--- config.mk ---
export PLATFORM = sky130hd
export DESIGN_NAME = alu_sequencer
export DESIGN_NICKNAME = d
export VERILOG_FILES = /design/src/rtl/alu_sequencer.sv
export SDC_FILE = /design/constraint.sdc
export NUM_CORES = 1
export LEC_CHECK = 0
export ABC_AREA = 1
export BUFFER_PORTS_ARGS = -buffer_cell sky130_fd_sc_hd__buf_2
export CELL_PAD_IN_SITES_DETAIL_PLACEMENT = 1
export CELL_PAD_IN_SITES_GLOBAL_PLACEMENT = 1
export CORE_MARGIN = 2
export CORE_UTILIZATION = 38
export DETAILED_ROUTE_END_ITERATION = 12
export PLACE_DENSITY = 0.77
export SYNTH_ARGS = -nofsm -noshare
export SYNTH_HDL_FRONTEND = slang
export SYNTH_SLANG_ARGS = --single-unit
--- constraint.sdc ---
create_clock -name clk -period 1.8 [get_ports clk]
set_input_delay 0.36 -clock clk [delete_from_list [all_inputs] [get_ports clk]]
set_output_delay 0.36 -clock clk [all_outputs]
set_load 0.1 [all_outputs]
--- src/rtl/alu_sequencer.sv ---
// Registered ALU operation sequencer: accepts one opcode per valid/ready handshake
// and holds a one-hot op_sel vector for the op's latency (MUL/DIV/MOD are multi-cycle).
module alu_sequencer #(
    parameter int unsigned OP_W    = 5,
    parameter int unsigned MUL_LAT = 4,
    parameter int unsigned DIV_LAT = 16,
    parameter int unsigned CNT_W   = $clog2(((MUL_LAT > DIV_LAT) ? MUL_LAT : DIV_LAT) + 1)
) (
    input  logic            clk,
    input  logic            rst,
    input  logic [OP_W-1:0] opcode,
    input  logic            alu_enable,
    input  logic            flush,
    output logic            req_ready,
    output logic [14:0]     op_sel,
    output logic            imm,
    output logic            alu_busy,
    output logic            done,
    output logic            illegal
);

    typedef enum logic [0:0] {StIdle, StExec} state_e;

    state_e           state_q, state_d;
    logic [CNT_W-1:0] cnt_q, cnt_d;
    logic [14:0]      op_sel_q, op_sel_d;
    logic             imm_q, imm_d;
    logic             illegal_q, illegal_d;

    logic [4:0]       code;
    logic [14:0]      dec_sel;
    logic             dec_imm;
    logic             dec_legal;
    logic [CNT_W-1:0] dec_lat;
    logic             last;
    logic             accept;

    assign code = opcode[4:0];

    always_comb begin
        dec_sel   = '0;
        dec_imm   = 1'b0;
        dec_legal = 1'b1;
        dec_lat   = CNT_W'(1);
        case (code)
            5'b00001: dec_sel[0]  = 1'b1;
            5'b00010: dec_sel[1]  = 1'b1;
            5'b00011: begin dec_sel[2] = 1'b1; dec_lat = CNT_W'(MUL_LAT); end
            5'b00100: begin dec_sel[3] = 1'b1; dec_lat = CNT_W'(DIV_LAT); end
            5'b00101: begin dec_sel[4] = 1'b1; dec_lat = CNT_W'(DIV_LAT); end
            5'b00110: dec_sel[5]  = 1'b1;
            5'b00111: dec_sel[6]  = 1'b1;
            5'b01000: dec_sel[7]  = 1'b1;
            5'b01001: dec_sel[8]  = 1'b1;
            5'b01010: dec_sel[9]  = 1'b1;
            5'b01011: dec_sel[10] = 1'b1;
            5'b01100: dec_sel[11] = 1'b1;
            5'b01101: dec_sel[12] = 1'b1;
            5'b01110: dec_sel[13] = 1'b1;
            5'b01111: dec_sel[14] = 1'b1;
            5'b10010: begin dec_sel[0] = 1'b1; dec_imm = 1'b1; end
            5'b10011: begin dec_sel[1] = 1'b1; dec_imm = 1'b1; end
            5'b10100: begin dec_sel[2] = 1'b1; dec_imm = 1'b1; dec_lat = CNT_W'(MUL_LAT); end
            5'b10101: begin dec_sel[3] = 1'b1; dec_imm = 1'b1; dec_lat = CNT_W'(DIV_LAT); end
            5'b10110: begin dec_sel[8] = 1'b1; dec_imm = 1'b1; end
            5'b10111: begin dec_sel[9] = 1'b1; dec_imm = 1'b1; end
            default:  dec_legal = 1'b0;
        endcase
    end

    assign last      = (state_q == StExec) && (cnt_q == CNT_W'(1));
    assign req_ready = (state_q == StIdle) || (last && !flush);
    assign accept    = alu_enable && req_ready && !flush;

    always_comb begin
        state_d   = state_q;
        cnt_d     = cnt_q;
        op_sel_d  = op_sel_q;
        imm_d     = imm_q;
        illegal_d = 1'b0;
        if (flush) begin
            state_d  = StIdle;
            cnt_d    = '0;
            op_sel_d = '0;
            imm_d    = 1'b0;
        end else begin
            if (state_q == StExec) begin
                if (last) begin
                    state_d  = StIdle;
                    cnt_d    = '0;
                    op_sel_d = '0;
                    imm_d    = 1'b0;
                end else begin
                    cnt_d = cnt_q - CNT_W'(1);
                end
            end
            // An accept in EXEC can only happen on the final cycle, so it overrides the clear.
            if (accept) begin
                if (dec_legal) begin
                    state_d  = StExec;
                    cnt_d    = dec_lat;
                    op_sel_d = dec_sel;
                    imm_d    = dec_imm;
                end else begin
                    illegal_d = 1'b1;
                end
            end
        end
    end

    always_ff @(posedge clk or posedge rst) begin
        if (rst) begin
            state_q   <= StIdle;
            cnt_q     <= '0;
            op_sel_q  <= '0;
            imm_q     <= 1'b0;
            illegal_q <= 1'b0;
        end else begin
            state_q   <= state_d;
            cnt_q     <= cnt_d;
            op_sel_q  <= op_sel_d;
            imm_q     <= imm_d;
            illegal_q <= illegal_d;
        end
    end

    assign op_sel   = op_sel_q;
    assign imm      = imm_q;
    assign illegal  = illegal_q;
    assign alu_busy = (state_q == StExec);
    assign done     = last && !flush;

endmodule
==> results.py, run 1 <==
metrics = {
    "setup_path": {
        "most_common_cell_type_on_the_critical_path": "sky130_fd_sc_hd__nor2_4",
        "worst-endpoint-required_ns": 1.44,
        "critPathLaunchType": "flip-flop",
        "crit_path_start": "cnt_q[1]",
        "worst_path_largest_cell_delay_ns": 0.40,
        "critical_path_peak_fanout": 3,
        "critical_path.endpoint_type": "output pin",
        "arrival_ns": 1.48,
        "worstReg2RegStart": "cnt_q[1]",
        "slowest_stage": "sky130_fd_sc_hd__dfrtp_1",
        "critical_path.cell_chain": "inv_2 -> ha_4 -> nand3_4 -> nor2_4 -> clkinv_4 -> nor2_4 -> buf_12",
        "crit_type": "flip-flop to output pin",
        "timing.reg2reg.worst_path_depth": 10,
    },
    "hold_path": {
        "worst_hold_path_class": "primary input to async pin",
    },
    "timing": {
        "worst_slack_ns": -0.0410,
        "relative_slew_slack_pct": 67.9,
        "timing.final.crit_period_ns": 1.84,
        "setup_repair_after_global_routing_missed_its_margin": "true",
        "worst-slew-pin-transition_ns": 0.486,
        "timing_hold_violations_final": 0,
        "max_clk_rate_mhz": 543,
        "clock_skew_ns": 0.00397,
        "final.period_utilization_pct": 102,
        "maxSlewViolCount": 0,
        "setup_violations": 1,
        "worst_hold_slack_ns": 0.146,
    },
    "drt": {
        "detail_route.vias_per_cell": 4.97,
        "wl_per_cell_um": 14.1,
        "drt_pass1_iterations": 4,
        "route.vias.total": 1530,
        "route.detailed.drc": 0,
        "finalWirelength_um": 4330,
        "antenna_left": 0,
        "first_iter_violations": 29,
    },
    "global_routing": {
        "first_global_vias": 1611,
        "grt_antenna_before_repair": 0,
        "globalRouteOverflowTotal": 0,
        "grt_first_pass_wirelength_um": 7380,
        "largest_net_degree_at_the_start_of_global_routing": 27,
        "grt_usage_pct": 21.7,
    },
    "layout": {
        "post-route-util_pct": 51.0,
        "final_cell_mix": "sky130_fd_sc_hd__nand2_1 (68), sky130_fd_sc_hd__nor2_1 (43), sky130_fd_sc_hd__buf_2 (26)",
        "flow.area_growth_from_synthesis_pct": 26.4,
        "fillerInstances": 521,
        "drive_gt1_share_pct": 26.2,
        "diodes": 0,
        "postLayoutCellArea_mm2": 0.00191,
        "nets": 272,
        "layout.area.seq_um2": 581,
        "mostFrequentLayoutCell": "sky130_fd_sc_hd__nand2_1",
        "multi_input_comb_area_um2": 866,
    },
    "cts": {
        "clock-root-buffer": "sky130_fd_sc_hd__clkbuf_8",
        "numCtsBuffers": 3,
        "longest_clk_path_bufs": 2,
        "htree_num_levels": 1,
        "cts_hold_repair.buffers": 0,
        "clock_sinks": 23,
        "insertion_delay_ns": 0.27,
        "tritoncts": "built",
        "clk_transition_reported_paths_ns": 0.09,
    },
    "yosys": {
        "cell_taking_the_most_area_after_synthesis": "sky130_fd_sc_hd__dfrtp_1",
        "synth_seq_cells": 23,
        "top_area_cell_type_share_of_the_netlist_area_pct": 38.1,
        "synth_nets": 234,
        "synth.top_cells.by_area": "sky130_fd_sc_hd__dfrtp_1 (38%), sky130_fd_sc_hd__nand2_1 (17%), sky130_fd_sc_hd__nor2_1 (11%)",
        "post_synth_instance_area_mm2": 0.00151,
        "post_synth.cell_area_avg_um2": 6.77,
        "yosys_warnings": 0,
        "synth.yosys.seq_area_share_pct": 38.1,
        "postSynthCellCount": 223,
        "synth_cell_types": 31,
    },
    "status": {
        "failed_checks": "setup timing",
        "run_status": "finished, violations left",
    },
    "floorplan": {
        "floorplan.die_area_mm2": 0.00449,
        "die_width_um": 67.0,
        "die_h_um": 67.0,
        "starting_density_of_the_core_pct": 40.3,
        "io_pins": 29,
        "core_area_mm2": 0.00374,
        "placementRows": 22,
    },
    "placement": {
        "placement.cell_area_mm2": 0.00181,
        "numPortBuffers": 28,
        "dpl.hpwl_um": 3160,
        "place.gp.congestion": 0.900,
        "pre_cts_slack_ns": -0.0264,
    },
    "pwr": {
        "irDropWorstVdd_uv": 408,
        "total_leakage_power_uw": 0.00106,
        "power-per-cell-area_mw_per_mm2": 873,
    },
    "run": {
        "max_cap_violations": 0,
    },
}
## stage by stage
| step | total power (uW) | std cells | TNS, ns |
|---|---|---|---|
| after CTS | 1670 | 307 | -0.0922 |
| final | 1670 | 308 | -0.0410 |
| after floorplan | 1150 | 223 | -0.246 |
| after detailed placement | 1300 | 302 | -0.0992 |
| after global routing | 1760 | 308 | -0.118 |
| after global placement | 1290 | 302 | 0 |
## synthesized netlist by cell type, drive strengths merged
library cell / number
nand3: 18
o21ai: 6
a21boi: 6
nor2: 48
and3: 1
a31oi: 2
clkinv: 1
o31ai: 1
xnor2: 1
nor4: 3
clkbuf: 3
nor3b: 1
dfrtp: 23
nand4: 4
ha: 2
xor2: 1
nor3: 2
buf: 6
nand3b: 1
inv: 19
a21oi: 3
nand2: 71
## cells by family after synthesis
logic type      after synthesis  synth area share (%)
simple gates                149                  43.2
compound gates               18                  7.29
buf+inv                      29                  8.53
flops                        23                  38.1
fa+ha+maj                     2                  1.66
xor+xnor                      2                  1.16
## power breakdown
part | switching [uW] | internal (uW)
Clock | 172 | 158
Combinational | 533 | 189
Sequential | 44.8 | 570
## worst max-delay path: cells and delay by family (launching register included)
family	cells	cell delay, ns
DFF	1	0.40
buffers and inverters	3	0.33
adders and majority gates	1	0.15
and+or+nand+nor	3	0.33
## flip-flops by register name (all words and copies together) (netlist names)
register,flops
cnt_q,5
alu_busy,1
illegal,1
imm,1
op_sel,15
## path summary, 6_finish.rpt
| check | to | slack [ns] |
|---|---|---|
| worst min-delay path | cnt_q[3] | 0.15 |
| worst max-delay path | done | -0.04 |
| max in group asynchronous | alu_busy | 1.40 |
| worst min register to register | op_sel[12] | 0.59 |
| min in group clk | illegal | 0.40 |
| worst max register to register | op_sel[11] | 0.12 |
## per-layer routing
layer | routed length (um) | vias to the layer above | global-route usage [%]
li1 | - | 778 | -
met1 | 2000 | 727 | 27.1
met2 | 2210 | 21 | 39.5
met3 | 79 | 4 | 1.52
met4 | 38 | 0 | 6.12
met5 | 0 | - | 0
## final cells by class
class / count / share of cell area [%]
sequential: 23 / 30.4
timing repair buffer: 42 / 14.4
clock buffer: 4 / 2.36
multi-input combinational: 171 / 45.3
inverter: 20 / 4.33
tap: 48 / 3.15
## timing repair
action                                  CTS  global route
resized for setup                         6             3
pin swaps                                 3             1
endpoints found under the setup margin   22            10
hold endpoints to repair                  0             0
buffers inserted                          1             1
(Power assumes the default switching activity.)
==> run 2: changes to the inputs <==
--- a/config.mk
+++ b/config.mk
@@ -12,7 +12,7 @@
 export CORE_MARGIN = 2
 export CORE_UTILIZATION = 38
 export DETAILED_ROUTE_END_ITERATION = 12
-export PLACE_DENSITY = 0.77
+export PLACE_DENSITY_LB_ADDON = 0.05
 export SYNTH_ARGS = -nofsm -noshare
 export SYNTH_HDL_FRONTEND = slang
 export SYNTH_SLANG_ARGS = --single-unit
==> run 2 against run 1 <==
Maximum frequency grew 0.39%. Clock power shrank 2%. Cell count grew 1.6%. The run still ends with setup timing left. Non-clock buffer count grew 5. Critical endpoint is now req_ready. Largest power group unchanged.
==> results.py, run 2 (synthesized netlist as in run 1, its figures left out) <==
metrics = {
    "global_routing": {
        "top_usage_layer": "met2",
        "gr-usage-met1_pct": 27.3,
        "grt_antenna_before_repair": 0,
        "first_global_vias": 1576,
        "globalRouteOverflowTotal": 0,
        "grt_usage_pct": 21.0,
        "grt_first_pass_wirelength_um": 7310,
        "largest_net_degree_at_the_start_of_global_routing": 27,
        "global_route.usage.met2_pct": 36.5,
        "grtUsageMet3_pct": 2.87,
    },
    "timing": {
        "worst_hold_slack_ns": 0.123,
        "clock_skew_ns": 0.00139,
        "timing.setup.tns_ns": -0.0470,
        "relative_slew_slack_pct": 67.8,
        "maxSlewViolCount": 0,
        "max_clk_rate_mhz": 545,
        "worst-slew-pin-transition_ns": 0.487,
        "timing_hold_violations_final": 0,
        "setup_repair_after_global_routing_missed_its_margin": "true",
        "worst_slack_ns": -0.0339,
        "timing.final.crit_period_ns": 1.83,
        "setup_violations": 2,
        "final.period_utilization_pct": 102,
    },
    "setup_path": {
        "worstReg2RegStart": "cnt_q[1]",
        "critical_path_peak_fanout": 2,
        "crit_type": "flip-flop to output pin",
        "worst-endpoint-required_ns": 1.44,
        "crit_path_start": "cnt_q[1]",
        "critical_path.endpoint_type": "output pin",
        "arrival_ns": 1.47,
        "critPathLaunchType": "flip-flop",
    },
    "drt": {
        "drt_pass1_iterations": 4,
        "first_iter_violations": 42,
        "detail_route.vias_per_cell": 4.96,
        "route.detailed.drc": 0,
        "route.vias.total": 1553,
        "antenna_left": 0,
        "wl_per_cell_um": 13.6,
        "finalWirelength_um": 4250,
    },
    "pwr": {
        "cell_internal_pwr_uw": 935,
        "irDropWorstVdd_uv": 411,
        "power_frac_comb_pct": 44.8,
        "power.share.clock_pct": 19.1,
        "power_switching_share_pct": 44.9,
        "total_leakage_power_uw": 0.00109,
        "seqPwrFrac_pct": 36.1,
        "power_switching_uw": 763,
        "power-per-cell-area_mw_per_mm2": 862,
    },
    "placement": {
        "place.gp.congestion": 0.843,
        "placement.cell_area_mm2": 0.00183,
        "dpl.hpwl_um": 3130,
        "dpl.cell_count": 304,
        "numPortBuffers": 28,
    },
    "layout": {
        "fillerInstances": 515,
        "diodes": 0,
        "postLayoutCellArea_mm2": 0.00197,
        "mostFrequentLayoutCell": "sky130_fd_sc_hd__nand2_1",
        "nets": 277,
        "final_cell_mix": "sky130_fd_sc_hd__nand2_1 (68), sky130_fd_sc_hd__nor2_1 (43), sky130_fd_sc_hd__buf_2 (26)",
        "instances_no_fill": 313,
        "largest_register_ff_count": 15,
        "flow.area_growth_from_synthesis_pct": 30.4,
        "drive_gt1_share_pct": 27.9,
    },
    "cts": {
        "htree_num_levels": 1,
        "insertion_delay_ns": 0.26,
        "clk_transition_reported_paths_ns": 0.08,
        "numCtsBuffers": 3,
        "clock_sinks": 23,
        "longest_clk_path_bufs": 2,
        "tritoncts": "built",
        "clock-root-buffer": "sky130_fd_sc_hd__clkbuf_8",
    },
    "run": {
        "max_cap_violations": 0,
    },
    "floorplan": {
        "core_area_mm2": 0.00374,
        "placementRows": 22,
        "floorplan.die_area_mm2": 0.00449,
        "io_pins": 29,
        "starting_density_of_the_core_pct": 40.3,
        "die_h_um": 67.0,
        "die_width_um": 67.0,
    },
    "status": {
        "run_status": "finished, violations left",
        "failed_checks": "setup timing",
    },
    "hold_path": {
        "worst_hold_path_class": "primary input to async pin",
    },
}
run 2: path summary, 6_finish.rpt:
check	slack [ns]	endpoint	cells after the start
worst max-delay path	-0.03	req_ready	6
worst min-delay path	0.12	op_sel[5]	3
worst max register to register	0.12	op_sel[10]	11
worst min register to register	0.60	op_sel[7]	4
max in group asynchronous	1.42	alu_busy	3
min in group clk	0.38	illegal	3
run 2: metrics by stage:
stage	power (uW)	util, %	setup slack (ns)
finish	1700	52.6	-0.0339
global route	1800	52.6	-0.0697
CTS	1690	52.0	-0.0119
detailed placement	1310	48.8	-0.00131
global placement	1300	48.8	-0.0243
floorplan	1150	-	-0.150
run 2: power by group through the flow:
stage / registers, uW / logic (uW) / clock network, uW
floorplan: 846 / 304 / 0
global placement: 617 / 682 / 0
detailed placement: 620 / 690 / 0
CTS: 613 / 742 / 339
global route: 620 / 823 / 355
finish: 613 / 760 / 324
run 2: critical path, stage by stage (launching register included):
cell and delay, ns:
sky130_fd_sc_hd__dfrtp_1 0.41, sky130_fd_sc_hd__inv_2 0.09, sky130_fd_sc_hd__ha_4 0.13, sky130_fd_sc_hd__nand3_4 0.08
sky130_fd_sc_hd__buf_6 0.14, sky130_fd_sc_hd__o21ai_4 0.17, sky130_fd_sc_hd__buf_12 0.19
run 2: layer usage:
| metal | up-vias | part of all wire [%] |
|---|---|---|
| met5 | - | 0 |
| met4 | 0 | 0.87 |
| met3 | 4 | 2.6 |
| met2 | 22 | 50 |
| met1 | 738 | 47 |
| li1 | 789 | - |
run 2: timing repair:
action	in CTS	in global routing
hold buffers	0	0
pin swaps	2	2
endpoints found under the setup margin	2	23
gates resized for setup	7	6
setup buffers	5	0
run 2: final cells by class:
| cell class | instances | area, um2 | area share [%] |
|---|---|---|---|
| multi-input combinational | 171 | 878 | 44.6 |
| inverter | 20 | 85.1 | 4.32 |
| timing repair buffer | 47 | 320 | 16.3 |
| clock inverter | 1 | 5.00 | 0.254 |
| tap | 48 | 60.1 | 3.05 |
| sequential | 23 | 579 | 29.4 |
| clock buffer | 3 | 41.3 | 2.10 |
==> run 3: changes to the inputs <==
--- a/config.mk
+++ b/config.mk
@@ -7,7 +7,7 @@
 export LEC_CHECK = 0
 export ABC_AREA = 1
 export BUFFER_PORTS_ARGS = -buffer_cell sky130_fd_sc_hd__buf_2
-export CELL_PAD_IN_SITES_DETAIL_PLACEMENT = 1
+export CELL_PAD_IN_SITES_DETAIL_PLACEMENT = 0
 export CELL_PAD_IN_SITES_GLOBAL_PLACEMENT = 1
 export CORE_MARGIN = 2
 export CORE_UTILIZATION = 38
==> run 3 against run 2 <==
Count of clock-buffer cells in the layout grew 1. Setup slack gained 0.042 ns. Largest power group unchanged. Global-route usage shrank 2.1 points. Via count shrank 0.45%. Die area is the same. Critical path depth is the same. Critical path type unchanged. Wire length shrank 11%. Register-to-register slack is essentially flat. The run now ends clean.
==> results.py, run 3 (synthesized netlist as in run 1, its figures left out) <==
metrics = {
    "drt": {
        "wl_per_cell_um": 12.0,
        "route.vias.total": 1546,
        "detail_route.vias_per_cell": 4.89,
        "finalWirelength_um": 3790,
        "first_iter_violations": 68,
        "route.detailed.drc": 0,
        "drt_pass1_iterations": 4,
        "antenna_left": 0,
    },
    "timing": {
        "final.period_utilization_pct": 99.5,
        "worst_hold_slack_ns": 0.126,
        "clock_skew_ns": 0.00661,
        "setup_violations": 0,
        "timing_hold_violations_final": 0,
        "timing.final.crit_period_ns": 1.79,
        "setup_repair_after_global_routing_missed_its_margin": "true",
        "relative_slew_slack_pct": 67.9,
        "worst-slew-pin-transition_ns": 0.486,
        "maxSlewViolCount": 0,
        "max_clk_rate_mhz": 558,
        "timing.setup.tns_ns": 0,
    },
    "setup_path": {
        "path_delay_family": "buffers and inverters",
        "slowest_stage": "sky130_fd_sc_hd__dfrtp_1",
        "worst_path_largest_cell_delay_ns": 0.40,
        "worstReg2RegStart": "cnt_q[1]",
        "critical_path.endpoint_type": "output pin",
        "critPathBufInv": 3,
        "critPathLaunchType": "flip-flop",
        "critical_path.cell_chain": "inv_2 -> ha_4 -> nand3_4 -> buf_4 -> o21ai_4 -> buf_12",
        "r2r_setup_slack_ns": 0.13,
        "arrival_ns": 1.43,
        "crit_type": "flip-flop to output pin",
        "crit_path_start": "cnt_q[1]",
        "critical_path_peak_fanout": 2,
        "timing.reg2reg.worst_path_depth": 11,
        "cell_count_along_the_critical_path": 6,
        "worstSetupEndpoint": "req_ready",
        "reg2reg_to": "cnt_q[4]",
        "worst-endpoint-required_ns": 1.44,
    },
    "layout": {
        "mostFrequentLayoutCell": "sky130_fd_sc_hd__nand2_1",
        "drive_gt1_share_pct": 28.0,
        "fillerInstances": 400,
        "nets": 280,
        "final_cell_mix": "sky130_fd_sc_hd__nand2_1 (68), sky130_fd_sc_hd__nor2_1 (43), sky130_fd_sc_hd__buf_2 (26)",
        "postLayoutCellArea_mm2": 0.00198,
        "largest_register_ff_count": 15,
        "flow.area_growth_from_synthesis_pct": 31.1,
        "post-route-util_pct": 52.9,
        "diodes": 0,
    },
    "global_routing": {
        "grt_usage_pct": 19.0,
        "first_global_vias": 1462,
        "grt_antenna_before_repair": 0,
        "gr-usage-met1_pct": 25.0,
        "grtUsageMet3_pct": 3.04,
        "grt_first_pass_wirelength_um": 6530,
        "top_usage_layer": "met2",
        "globalRouteOverflowTotal": 0,
        "global_route.usage.met2_pct": 31.7,
        "largest_net_degree_at_the_start_of_global_routing": 27,
    },
    "floorplan": {
        "starting_density_of_the_core_pct": 40.3,
        "io_pins": 29,
        "core_area_mm2": 0.00374,
        "floorplan.die_area_mm2": 0.00449,
        "placementRows": 22,
        "die_width_um": 67.0,
        "die_h_um": 67.0,
    },
    "cts": {
        "longest_clk_path_bufs": 2,
        "clk_transition_reported_paths_ns": 0.08,
        "clock_sinks": 23,
        "insertion_delay_ns": 0.26,
        "tritoncts": "built",
        "htree_num_levels": 1,
        "clock-root-buffer": "sky130_fd_sc_hd__clkbuf_8",
        "cts_hold_repair.buffers": 0,
        "numCtsBuffers": 3,
    },
    "pwr": {
        "power_switching_uw": 735,
        "total_leakage_power_uw": 0.00110,
        "power.share.clock_pct": 18.9,
        "irDropWorstVdd_uv": 350,
        "cell_internal_pwr_uw": 941,
        "seqPwrFrac_pct": 36.5,
        "power_switching_share_pct": 43.8,
        "power_frac_comb_pct": 44.7,
        "power-per-cell-area_mw_per_mm2": 847,
    },
    "run": {
        "max_cap_violations": 0,
    },
    "placement": {
        "placement.cell_area_mm2": 0.00183,
        "numPortBuffers": 28,
        "place.gp.congestion": 0.843,
        "dpl.hpwl_um": 2780,
    },
    "hold_path": {
        "worst_hold_path_class": "primary input to async pin",
    },
    "status": {
        "run_status": "finished, final reports clean",
    },
}
-- run 3: final cells by class --
cell class              instances  area [um2]  area share, %
clock buffers                   4        45.0           2.28
inverters                      20        82.6           4.17
multi-input cells             171         873           44.1
flip-flops and latches         23         579           29.3
well taps                      48        60.1           3.03
repair buffers                 50         339           17.1
-- run 3: worst min-delay path by stage --
stage          start          to  cells after the start  slack (ns)
2_1_floorplan    rst    alu_busy                      1        0.36
3_3_place_gp     rst  op_sel[12]                      3        0.42
3_5_place_dp     rst   op_sel[5]                      3        0.42
4_1_cts          rst    cnt_q[3]                      3        0.13
5_1_grt          rst    cnt_q[1]                      3        0.17
6_report         rst    cnt_q[3]                      3        0.13
-- run 3: worst register-to-register path, cell delays in order, from the launching register on --
cell and delay (ns):
sky130_fd_sc_hd__dfrtp_1 0.40, sky130_fd_sc_hd__inv_2 0.08, sky130_fd_sc_hd__ha_4 0.13, sky130_fd_sc_hd__nand3_4 0.08
sky130_fd_sc_hd__buf_4 0.15, sky130_fd_sc_hd__nand2_1 0.10, sky130_fd_sc_hd__nand3_1 0.12, sky130_fd_sc_hd__inv_2 0.15
sky130_fd_sc_hd__buf_4 0.14, sky130_fd_sc_hd__nand3b_1 0.08, sky130_fd_sc_hd__nand2_1 0.06, sky130_fd_sc_hd__nor2_1 0.05
-- run 3: repair_timing --
action,CTS,global route
gates resized for setup,5,5
setup endpoints to repair,1,15
pin swaps,3,1
buffers inserted,7,1
-- run 3: through the flow --
step,setup WS (ns),std cells,power (uW)
3_5_place_dp,0.0155,304,1300
5_1_grt,-0.0544,316,1780
4_1_cts,-0.0151,315,1670
3_3_place_gp,-0.0243,304,1300
2_1_floorplan,-0.150,223,1150
6_report,0.00837,316,1680
-- run 3: power by group through the flow --
stage / Sequential [uW] / Clock [uW] / Combinational, uW
3_3_place_gp: 617 / 0 / 682
2_1_floorplan: 846 / 0 / 304
6_report: 611 / 316 / 749
3_5_place_dp: 620 / 0 / 677
5_1_grt: 619 / 350 / 809
4_1_cts: 608 / 328 / 730
-- run 3: metal layers --
layer	share of wire (%)	vias up
li1	-	794
met1	47	714
met2	48	32
met3	3.6	6
met4	1.3	0
met5	0	-
